[config.mk]
export PLATFORM = sky130hd
export DESIGN_NAME = voice_allocator
export DESIGN_NICKNAME = d
export VERILOG_FILES = /design/src/rtl/voice_allocator_pkg.sv /design/src/rtl/voice_select.sv /design/src/rtl/voice_allocator.sv
export SDC_FILE = /design/constraint.sdc
export NUM_CORES = 1
export LEC_CHECK = 0
export ABC_AREA = 1
export CORE_ASPECT_RATIO = 1.2
export CORE_MARGIN = 4
export CORE_UTILIZATION = 47
export DETAILED_ROUTE_END_ITERATION = 10
export PLACE_DENSITY = 0.8
export RECOVER_POWER = 100
export SLEW_MARGIN = 15
export SYNTH_ARGS = -nofsm -noshare
export SYNTH_HDL_FRONTEND = slang
export SYNTH_SLANG_ARGS = --single-unit
[constraint.sdc]
create_clock -name clock_50_000_000 -period 4.17 [get_ports clock_50_000_000]
set_clock_uncertainty 0.1 [all_clocks]
set_input_delay 0.6255 -clock clock_50_000_000 [delete_from_list [all_inputs] [get_ports clock_50_000_000]]
set_output_delay 0.6255 -clock clock_50_000_000 [all_outputs]
set_load 0.01 [all_outputs]
[src/rtl/voice_allocator_pkg.sv]
// voice_allocator_pkg: shared MIDI message and voice types
package MIDI;
  typedef enum logic [2:0] {
    NOTE_OFF,
    NOTE_ON,
    POLY_PRESSURE,
    CONTROL_CHANGE,
    PROGRAM_CHANGE,
    CHANNEL_PRESSURE,
    PITCH_BEND,
    SYSTEM
  } message_type_t;
  typedef struct packed {
    message_type_t message_type;
    logic [6:0]    data_byte1;
    logic [6:0]    data_byte2;
  } message_t;
endpackage

package VOICE;
  typedef enum logic [1:0] {IDLE, HELD, RELEASING} voice_state_t;
  localparam logic [6:0] ALL_NOTES_OFF = 7'd123;
endpackage

[src/rtl/voice_select.sv]
// voice_select: combinational choice of matching, lowest idle and steal voices
module voice_select
  import VOICE::*;
#(
  parameter int NUM_VOICES = 4,
  localparam int RW = $clog2(NUM_VOICES)
) (
  input  voice_state_t  state [NUM_VOICES],
  input  logic [6:0]    note  [NUM_VOICES],
  input  logic [RW-1:0] rank  [NUM_VOICES],
  input  logic [6:0]    key,
  output logic          match_valid,
  output logic [RW-1:0] match_index,
  output logic          held_valid,
  output logic [RW-1:0] held_index,
  output logic          idle_valid,
  output logic [RW-1:0] idle_index,
  output logic [RW-1:0] steal_index
);
  logic          rel_valid, old_valid;
  logic [RW-1:0] rel_index, rel_rank, old_index, old_rank;
  // downward scan lets the lowest index win the searches; oldest is the highest rank
  always_comb begin
    match_valid = 1'b0;
    match_index = '0;
    held_valid  = 1'b0;
    held_index  = '0;
    idle_valid  = 1'b0;
    idle_index  = '0;
    rel_valid   = 1'b0;
    rel_index   = '0;
    rel_rank    = '0;
    old_valid   = 1'b0;
    old_index   = '0;
    old_rank    = '0;
    for (int i = NUM_VOICES - 1; i >= 0; i--) begin
      if (state[i] != IDLE && note[i] == key) begin
        match_valid = 1'b1;
        match_index = RW'(i);
      end
      if (state[i] == HELD && note[i] == key) begin
        held_valid = 1'b1;
        held_index = RW'(i);
      end
      if (state[i] == IDLE) begin
        idle_valid = 1'b1;
        idle_index = RW'(i);
      end
      if (state[i] == RELEASING && (!rel_valid || rank[i] > rel_rank)) begin
        rel_valid = 1'b1;
        rel_index = RW'(i);
        rel_rank  = rank[i];
      end
      if (state[i] == HELD && (!old_valid || rank[i] > old_rank)) begin
        old_valid = 1'b1;
        old_index = RW'(i);
        old_rank  = rank[i];
      end
    end
    steal_index = rel_valid ? rel_index : old_index;
  end
endmodule

[src/rtl/voice_allocator.sv]
// voice_allocator: polyphonic voice allocation with retrigger and age-based stealing
module voice_allocator
  import MIDI::*, VOICE::*;
#(
  parameter int NUM_VOICES = 4
) (
  input  logic                  clock_50_000_000,
  input  logic                  reset,
  input  message_t              message,
  input  logic                  message_ready,
  input  logic [NUM_VOICES-1:0] release_done,
  output voice_state_t          voice_state    [NUM_VOICES],
  output logic [6:0]            voice_note     [NUM_VOICES],
  output logic [6:0]            voice_velocity [NUM_VOICES],
  output logic [NUM_VOICES-1:0] voice_gate_on,
  output logic [NUM_VOICES-1:0] voice_gate_off
);
  localparam int RW = $clog2(NUM_VOICES);
  logic [RW-1:0]         rank [NUM_VOICES];
  logic                  note_on, note_off, all_off, match_valid, held_valid, idle_valid;
  logic [RW-1:0]         match_index, held_index, idle_index, steal_index, target;
  logic [NUM_VOICES-1:0] gate_on, gate_off;
  voice_select #(.NUM_VOICES(NUM_VOICES)) u_select (
    .state       (voice_state),
    .note        (voice_note),
    .rank        (rank),
    .key         (message.data_byte1),
    .match_valid (match_valid),
    .match_index (match_index),
    .held_valid  (held_valid),
    .held_index  (held_index),
    .idle_valid  (idle_valid),
    .idle_index  (idle_index),
    .steal_index (steal_index)
  );
  // decode the message and decide which voices start or release this cycle
  always_comb begin
    note_on  = message_ready && message.message_type == NOTE_ON && message.data_byte2 != 7'd0;
    note_off = message_ready && (message.message_type == NOTE_OFF ||
               (message.message_type == NOTE_ON && message.data_byte2 == 7'd0));
    all_off  = message_ready && message.message_type == CONTROL_CHANGE &&
               message.data_byte1 == ALL_NOTES_OFF;
    target   = match_valid ? match_index : idle_valid ? idle_index : steal_index;
    for (int i = 0; i < NUM_VOICES; i++) begin
      gate_on[i]  = note_on && target == RW'(i);
      gate_off[i] = voice_state[i] == HELD &&
                    (all_off || (note_off && held_valid && held_index == RW'(i)));
    end
  end
  // voice registers; an allocation overrides a same-cycle release_done
  always_ff @(posedge clock_50_000_000 or posedge reset) begin
    if (reset) begin
      for (int i = 0; i < NUM_VOICES; i++) begin
        voice_state[i]    <= IDLE;
        voice_note[i]     <= '0;
        voice_velocity[i] <= '0;
        rank[i]           <= RW'(i);
      end
      voice_gate_on  <= '0;
      voice_gate_off <= '0;
    end else begin
      voice_gate_on  <= gate_on;
      voice_gate_off <= gate_off;
      for (int i = 0; i < NUM_VOICES; i++) begin
        if (gate_on[i]) begin
          voice_state[i]    <= HELD;
          voice_note[i]     <= message.data_byte1;
          voice_velocity[i] <= message.data_byte2;
          rank[i]           <= '0;
        end else begin
          if (gate_off[i]) voice_state[i] <= RELEASING;
          else if (release_done[i] && voice_state[i] == RELEASING) voice_state[i] <= IDLE;
          if (note_on && rank[i] < rank[target]) rank[i] <= rank[i] + RW'(1);
        end
      end
    end
  end
endmodule

# [Yosys cells after proc, flatten, opt, wreduce, memory -nomap -nowiden]
# Cells that the tools add are included.
[totals] ff_bits=80 in_bits=24 output_inout_bits=72 elab_cells=205
[op_classes] addsub=4 n_lt_le_gt_ge=11 n_eq_ne=21 mux=71 n_bitwise=1 n_reduce_logical=79
[op_table] cell="$mux 2" count=51
[op_table] cell="$logic_and 1x1->1" count=41
[op_table] cell="$eq 7x7->1" count=4
[op_table] cell="$mux 1" count=19
[op_table] cell="$eq 2x2->1 const B" count=8
[op_table] cell="$reduce_bool 2->1" count=8
[op_table] cell="$eq 2x1->1 const B" count=6
[op_table] cell="$gt 2x2->1" count=6
[op_table] cell="$logic_not 2->1" count=6
[op_table] cell="$reduce_bool 3->1" count=4
[op_table] cell="$logic_or 1x1->1" count=11
[op_table] cell="$add 2x1->2 const B" count=4
[op_table] cell="$lt 2x2->1" count=4
[op_table] cell="$eq 7x7->1 const B" count=1
[op_table] cell="$logic_not 7->1" count=1
[op_table] cell="$reduce_bool 7->1" count=1
[op_table] cell="$logic_not 1->1" count=6
[op_table] cell="$bmux 2 s2" count=1
[op_table] cell="$eq 3x1->1 const B" count=1
[op_table] cell="$eq 3x2->1 const B" count=1
[op_table] cell="$ge 3x3->1 const B" count=1
[op_table] cell="$logic_not 3->1" count=1
[op_table] cell="$not 2->3" count=1

# [Longest topological paths before layout]
# Gate-level depths: netlist (run 1).
[depth] ltp_word=25 ltp_mapped=40 mapped_depth_nobuf=40

# [Hierarchy]
# A second synthesis (run 1) with hierarchy kept.
[hier_totals] hier_cells=603 hier_area_um2=4717.0
[by_module_without_submodules] mod="voice_allocator" instances=1 cells_per_inst=380 area_each_um2=3477.1 seq_area_each_um2=2006.9
[by_module_without_submodules] mod="voice_select" instances=1 cells_per_inst=223 area_each_um2=1239.9 seq_area_each_um2=0.0

# [Worst setup path after synthesis (run 1)]
# OpenSTA, ideal clock, no wires.
[synth_timing] kind="register to register" startpoint="reg rank[1] (netlist name)" endpoint="reg rank[5] (netlist name)" setup_time_ns=0.118 arrival_time_ns=3.779 t_required_ns=3.952 slack_ns=0.173 stages_incl_launch_ff=37 n_path_buf=2 synth_period_minus_slack_ns=3.997 path_cell_list="dfstp_2 > clkbuf_1 > nand2_1 > ha_1 > nand2_1 > nand2_1 > nand2_1 > nand2_1 > nand2_1 > o21ai_0 > inv_1 > ha_1 > nand2_1 > nand2_1 > nand2_1 > nand2_1 > nand2_2 > nor2_1 > a21oi_1 > ha_1 > inv_1 > o21bai_1 > nand2_1 > nand2_1 > nand2_1 > nand2_1 > nor2_1 > nand2_1 > nand2_1 > nand2_4 > nand2_4 > inv_4 > nor2_8 > inv_4 > buf_6 > nand3_1 > nand2_1"
[synth_via] elab_cells_between_ends=52 classes_between="order compare: 7; eq/ne: 1; mux: 24; bitwise: 1; reduce/logical: 19"
[synth_rtl] element="start, declared" line="voice_allocator.sv:19" source="logic [RW-1:0] rank [NUM_VOICES];"
[synth_rtl] element="start signal, assigned by index" line="voice_allocator.sv:57" source="rank[i] <= RW'(i);"
[synth_rtl] element="$mux 2, on equally long branches" line="voice_select.sv:54, voice_select.sv:49"
[synth_rtl] element="$gt 2x2->1, on equally long branches" line="voice_select.sv:54, voice_select.sv:49"
[synth_rtl] element="$logic_or 1x1->1, on equally long branches" line="voice_select.sv:54, voice_select.sv:49"
[synth_rtl] element="$logic_and 1x1->1, on equally long branches" line="voice_select.sv:54, voice_select.sv:49"
[synth_rtl] element="$mux 2 (tied with other cells)" line="voice_select.sv:54" source="if (state[i] == HELD && (!old_valid || rank[i] > old_rank)) begin"
[synth_rtl] element="$gt 2x2->1 (tied with other cells)" line="voice_select.sv:54"
[synth_rtl] element="$logic_or 1x1->1, on equally long branches" line="voice_select.sv:54, voice_select.sv:49"
[synth_rtl] element="$logic_and 1x1->1, on equally long branches" line="voice_select.sv:54, voice_select.sv:49"
[synth_rtl] element="[3 not listed]"
[synth_rtl] element="$logic_and 1x1->1, on equally long branches" line="voice_select.sv:54, voice_select.sv:49"
[synth_rtl] element="$mux 2 (tied with other cells)" line="voice_select.sv:54"
[synth_rtl] element="$mux 2 (*)" line="voice_select.sv:60" source="steal_index = rel_valid ? rel_index : old_index;"
[synth_rtl] element="$mux 2 (*) (2 in series)" line="voice_allocator.sv:43" source="target = match_valid ? match_index : idle_valid ? idle_index : steal_index;"
[synth_rtl] element="$eq 2x1->1 (*)" line="voice_allocator.sv:45" source="gate_on[i] = note_on && target == RW'(i);"
[synth_rtl] element="$logic_and 1x1->1 (*)" line="voice_allocator.sv:45"
[synth_rtl] element="via gate_on[1]" line="voice_allocator.sv:22" source="logic [NUM_VOICES-1:0] gate_on, gate_off;"
[synth_rtl] element="$mux 2 / $reduce_bool 2->1 (equally long branches)"
# Mark *: on every way through the listed nets, which the timed path passes. The rest lies on a longest branch. The select of a mux whose other input is x is not followed.
# A chain may end at the register's enable or synchronous reset.

# [Worst setup path after layout (run 1)]
[layout_timing] startpoint="reg rank[1] (netlist name)" endpoint="reg rank[7] (netlist name)"
[layout_via] elab_chain_len=23 elab_cells_between_ends=52 classes_between="order compare: 7; mux: 24; bitwise: 1; reduce/logical: 20"
[layout_lines] element="$mux 2, on equally long branches" line="voice_select.sv:54, voice_select.sv:49"
[layout_lines] element="$gt 2x2->1, on equally long branches" line="voice_select.sv:54, voice_select.sv:49"
[layout_lines] element="$logic_or 1x1->1, on equally long branches" line="voice_select.sv:54, voice_select.sv:49"
[layout_lines] element="$logic_and 1x1->1, on equally long branches" line="voice_select.sv:54, voice_select.sv:49"
[layout_lines] element="$mux 2 (tied with other cells)" line="voice_select.sv:54"
[layout_lines] element="$gt 2x2->1 (tied with other cells)" line="voice_select.sv:54"
[layout_lines] element="$logic_or 1x1->1, on equally long branches" line="voice_select.sv:54, voice_select.sv:49"
[layout_lines] element="$logic_and 1x1->1, on equally long branches" line="voice_select.sv:54, voice_select.sv:49"
[layout_lines] element="[5 not listed]"
[layout_lines] element="$mux 2" line="voice_select.sv:60"
[layout_lines] element="$mux 2 (2 in series)" line="voice_allocator.sv:43"
[layout_lines] element="$not 2->3 (not written as such)" line="voice_allocator.sv:73" source="if (note_on && rank[i] < rank[target]) rank[i] <= rank[i] + RW'(1);"
[layout_lines] element="$bmux 2 s2" line="voice_allocator.sv:73"
[layout_lines] element="$mux 2 (not written as such) (2 in series)" line="voice_allocator.sv:73"
[layout_lines] element="$lt 2x2->1" line="voice_allocator.sv:73"
[layout_lines] element="$logic_and 1x1->1" line="voice_allocator.sv:73"
[layout_lines] element="$reduce_bool 2->1 (no line)"
# Several ways; a longest one is shown, not always the timed one. The select of a mux whose other input is x is not followed.

==> impl_metrics.toml, run 1 <==
[status]
status = "finished with violations"
violations = "capacitance limit, slew limit, setup timing"

[critical_path]
path_max_fanout = 6
cpMostUsedCell = "buf_4"
crit_type = "reg -> reg"
worst-path-buf-inv = 16
max_stage_delay_ps = 540
required_ps = 4350
cp_top_family = "buffers and inverters"
critPathLaunchType = "register"
critPathCaptureType = "register"
slowest_stage = "dfstp_2"
crit_arrival_ps = 4620

[clocking]
cts_tree = "built"
cts_made_buffers = 9
worstSkewPairLatency_ps = 340
cts_max_level = 3
cts.path.max_buffers = 2
path_clk_slew_ps = 70
cts-root-buf = "clkbuf_16"
clock-sinks = 80

[timing]
rsz0062_at_grt = "true"
fmax_mhz = 225
period_minus_slack_ps = 4440
slew_violations = 32
setup_violations = 76
slew_headroom_pct = -17.3
tightest_slew_ps = 1760
fin_crit_sh_pct = 107
hold_slack_ps = 385
setup_slack_ps = -273
finalHoldViolCount = 0

[global_routing]
antenna_found_initial = 0
grt_max_degree = 32
grtUsageTotal_pct = 24.3
overflow = 0
grt_pass1_wl_um = 22300
grt_pass1_vias = 4548

[synthesis]
synth-seq-cells = 80
synth_top_family_by_area = "simple AND/OR/NAND/NOR gates"
syn-num-nets = 630
postSynthAreaPerCell_um2 = 7.82
synth_compound_area_share_pct = 10.1
synth.area.top_cells = "dfrtp_1 41%, nand2_1 15%, o21ai_1 5.3%"
synth-simple-area-share_pct = 28.6
syn_inst = 594
synth_xor_area_share_pct = 4.90
synth_edf_count = 0
synthAdderAreaFrac_pct = 3.23
synth.cell_area_um2 = 4640
ys_warn_count = 0
synth_flop_cell = "dfrtp_1"
synth_top_area_share_pct = 41.0
async_flop_share_pct = 100
ys_seq_area_share_pct = 43.2
muxShareOfSynthArea_pct = 0
yosysTopAreaCell = "dfrtp_1"
ys_types = 36

[floorplan]
dieArea_um2 = 11500
die_y_um = 117
coreArea_um2 = 9560
initial_core_util_pct = 48.5
rows = 39
pin_count = 96
die_w_um = 98.7

[final_layout]
fin_nets = 788
area_delta_synth_final_pct = 52.4
layout-drive-gt1-share_pct = 29.2
final_common_cell = "nand2_1"
antennaDiodeCount = 0
layout_common_cells = "144 x nand2_1, 76 x dfrtp_1, 68 x dlygate4sd3_1"
post-route-cell-area_um2 = 7080

[job]
cap_violations = 1

[routing]
drt_iter0_drc = 288
drc = 0
post_drt_wl_per_cell_um = 17.1
routed_via_density = 5.39
drt_wl_total_um = 15100
ant_nets = 0
first_pass_iters = 5
vias = 4739

[placement]
post-dp-hpwl_um = 9820
placed_area_um2 = 5880
port_buffers = 95
gp_congestion = 0.986

[min_path]
hold_class = "reg -> reg"
-- layout make-up --
type / count / area (um2)
Clock buffer: 10 / 229
Tap cell: 123 / 154
Inverter: 79 / 323
Fill cell: 681 / 2490
Timing Repair Buffer: 166 / 1660
Sequential cell: 80 / 2010
Clock inverter: 6 / 75.1
Multi-Input combinational cell: 416 / 2630
-- tightest hold or removal path: cells and delay by family, from the launching register on --
family / cells / cell delay [ps]
AND/OR/NAND/NOR: 1 / 60
flip-flops: 1 / 340
AO/OA/AOI/OAI: 1 / 50
-- metal layers --
metal,share of wire [%],vias up,GRT usage [%]
met1,39,2266,28.8
met3,5.9,56,5.04
met2,51,198,42.3
met4,3.8,0,12.2
li1,-,2219,-
met5,0,-,0
-- path summary, 6_finish.rpt --
check | start | endpoint | slack (ps) | cells after the start
worst max register to register | rank[1] | rank[7] | -270 | 32
min in group asynchronous | reset | voice_note[18] | 890 | 2
worst min-delay path | voice_velocity[17] | voice_velocity[17] | 390 | 2
worst min register to register | voice_velocity[17] | voice_velocity[17] | 390 | 2
worst max-delay path | rank[1] | rank[7] | -270 | 32
max in group asynchronous | reset | voice_note[17] | 930 | 3
-- cells in the mapped netlist (6+ instances only) --
| library cell | instances |
|---|---|
| o21ai_0 | 17 |
| nand3_1 | 48 |
| o21ai_1 | 49 |
| xnor2_1 | 18 |
| nand4_1 | 12 |
| inv_2 | 11 |
| nand2_1 | 184 |
| xor2_1 | 8 |
| buf_6 | 8 |
| nand2_2 | 10 |
| ha_1 | 12 |
| dfrtp_1 | 76 |
| a21oi_1 | 8 |
| nor2_1 | 18 |
| inv_1 | 63 |
| buf_2 | 6 |
-- logic make-up (layout without fill, tap and decap cells) --
| group | after synthesis | in the layout |
|---|---|---|
| adder cells (fa/ha/maj) | 12 | 12 |
| XOR/XNOR | 26 | 26 |
| AO/OA/AOI/OAI | 86 | 86 |
| buffers and inverters | 98 | 261 |
| AND/OR/NAND/NOR | 292 | 292 |
| flip-flops | 80 | 80 |
-- through the flow --
stage | setup WS [ps] | util [%] | TNS, ps | instances
floorplan | 173 | - | 0 | 594
detailed placement | -425 | 61.5 | -24530 | 823
CTS | -145 | 68.8 | -7400 | 862
finish | -273 | 74.0 | -13930 | 880
global placement | -352 | 61.5 | -18410 | 823
global route | -534 | 74.0 | -34540 | 880
-- repair_timing --
action                                  CTS  global route
buffers inserted                         23            13
gates resized for setup                  57            77
hold buffers                              0             0
endpoints found under the setup margin   76            76
cloned                                    0             5
pin swaps                                24            41
-- flip-flops by register name (all words and copies together), names as in the netlist --
signal	flops
rank	8
voice_state	8
voice_velocity	28
voice_gate_off	4
voice_note	28
voice_gate_on	4
Power of run 1 is not shown: default switching activity piles up to over one toggle a cycle in this logic, so the estimate is an artifact.
==> inputs of run 2 (changes only) <==
==> constraint.sdc (replaced) <==
create_clock -name clock_50_000_000 -period 4 [get_ports clock_50_000_000]
set_clock_uncertainty 0.1 [all_clocks]
set_input_delay 0.6 -clock clock_50_000_000 [delete_from_list [all_inputs] [get_ports clock_50_000_000]]
set_output_delay 0.6 -clock clock_50_000_000 [all_outputs]
set_load 0.01 [all_outputs]
==> impl_metrics.toml, run 2 (synthesis results as in run 1) <==
[timing]
setup_slack_ps = -260
fin_crit_sh_pct = 107
slew_headroom_pct = -72.1
period_minus_slack_ps = 4260
rsz0062_at_grt = "true"
setup_violations = 76
tightest_slew_ps = 2580
hold_slack_ps = 392
fmax_mhz = 235
finalHoldViolCount = 0
slew_violations = 66
tns_ps = -12310

[floorplan]
initial_core_util_pct = 48.5
pin_count = 96
coreArea_um2 = 9560
rows = 39
die_y_um = 117
die_w_um = 98.7
dieArea_um2 = 11500

[placement]
gp_congestion = 0.920
dp_worst_setup_slack_ps = -318
post-dp-hpwl_um = 9510
port_buffers = 95

[critical_path]
slowest_stage = "dfrtp_1"
r2r_slack_ps = -260
r2r-end = "voice_velocity[26]"
timing.rr.start = "voice_state[0]"
max_stage_delay_ps = 380
path_max_fanout = 7
cpMostUsedCell = "nand2_2"
worst_r2r_path_depth = 37
required_ps = 4110
critPathLaunchType = "register"
critPathCaptureType = "register"
crit_type = "reg -> reg"
crit_arrival_ps = 4370

[routing]
dr_wl_met2_um = 8720
ant_nets = 0
post_drt_wl_per_cell_um = 19.1
first_pass_iters = 7
top_layer = "met4"
m1WireLength_um = 6130
drc = 0
wl_met3_um = 1160
routed_via_density = 5.64
drt_wl_total_um = 16600
vias = 4905
drt_iter0_drc = 372

[global_routing]
grt_max_degree = 66
grt_pass1_wl_um = 22500
antenna_found_initial = 0
overflow = 0
grt_pass1_vias = 4662
grtUsageTotal_pct = 24.3

[final_layout]
largest_registers = "voice_note x28, voice_velocity x28"
final_common_cell = "nand2_1"
area_delta_synth_final_pct = 54.1
antennaDiodeCount = 0
layout_common_cells = "131 x nand2_1, 76 x dfrtp_1, 60 x clkdlybuf4s50_1"
fin_nets = 777
layout-drive-gt1-share_pct = 31.9

[clocking]
cts.path.max_buffers = 2
cts_tree = "built"
path_clk_slew_ps = 70
cts_made_buffers = 9
cts_max_level = 3
cts-root-buf = "clkbuf_16"
worstSkewPairLatency_ps = 350
clock-sinks = 80

[min_path]
hold_depth = 2
min_from = "voice_velocity[14]"
hold_class = "reg -> reg"
min_to = "voice_velocity[14]"

[status]
violations = "capacitance limit, slew limit, setup timing"
status = "finished with violations"

[job]
cap_violations = 1
run 2: cell count changes in the layout (fill, tap and decap cells not counted), sizes merged:
| cell | delta |
|---|---|
| clkdlybuf4s50 | +33 |
| dlygate4sd3 | -33 |
| buf | -12 |
| clkinv | +2 |
| clkinvlp | -2 |
| inv | +1 |
run 2: worst max-delay path: cells and delay by family, from the launching register on:
| family | cells | cell delay [ps] |
|---|---|---|
| adders and majority gates | 3 | 880 |
| buffers and inverters | 5 | 520 |
| AOI/OAI and AO/OA | 4 | 340 |
| and+or+nand+nor | 25 | 1890 |
| DFF | 1 | 380 |
run 2: worst max path at each step:
stage,startpoint,depth (start not counted),to
floorplan,rank[1],36,rank[5]
global placement,voice_state[0],39,rank[5]
detailed placement,voice_state[0],39,rank[5]
CTS,voice_state[1],37,voice_velocity[22]
global route,voice_state[1],39,rank[7]
finish,voice_state[0],37,voice_velocity[26]
run 2: layout make-up:
cell class,instances,area [um2]
tap,123,154
sequential,80,2010
clock inverter,7,87.6
multi-input combinational,416,2750
fill,621,2410
timing repair buffer,155,1610
clock buffer,9,225
inverter,79,322
run 2: what timing repair did:
| item | CTS | global route |
|---|---|---|
| pin swaps | 14 | 31 |
| hold buffers | 0 | 0 |
| gates cloned | 2 | 8 |
| setup endpoints to repair | 76 | 76 |
| gates resized for setup | 57 | 111 |
| setup buffers | 12 | 9 |
run 2: through the flow:
step	area, um2	utilization [%]	instances
final	7150	74.8	869
after global routing	7150	74.8	869
after CTS	6460	67.6	852
after detailed placement	5850	61.2	822
after global placement	5850	61.2	822
after floorplan	4640	-	594
run 2: per-layer routing:
layer / vias up / track usage, %
met5: - / 0
met4: 0 / 9.02
met3: 43 / 5.57
met2: 244 / 43.4
met1: 2414 / 28.8
li1: 2204 / -
Power of run 2 is left out for the same reason.
==> inputs of run 3 (changes only) <==
--- a/config.mk
+++ b/config.mk
@@ -9,10 +9,11 @@
 export CORE_ASPECT_RATIO = 1.2
 export CORE_MARGIN = 4
 export CORE_UTILIZATION = 47
+export CTS_BUF_LIST = sky130_fd_sc_hd__clkbuf_16
 export DETAILED_ROUTE_END_ITERATION = 10
 export PLACE_DENSITY = 0.8
 export RECOVER_POWER = 100
-export SLEW_MARGIN = 15
+export SLEW_MARGIN = 20
 export SYNTH_ARGS = -nofsm -noshare
 export SYNTH_HDL_FRONTEND = slang
 export SYNTH_SLANG_ARGS = --single-unit
==> results of run 3 <==
The final DEF is identical to that of run 2; final timing and power are the same.
Power of run 3 is left out for the same reason.
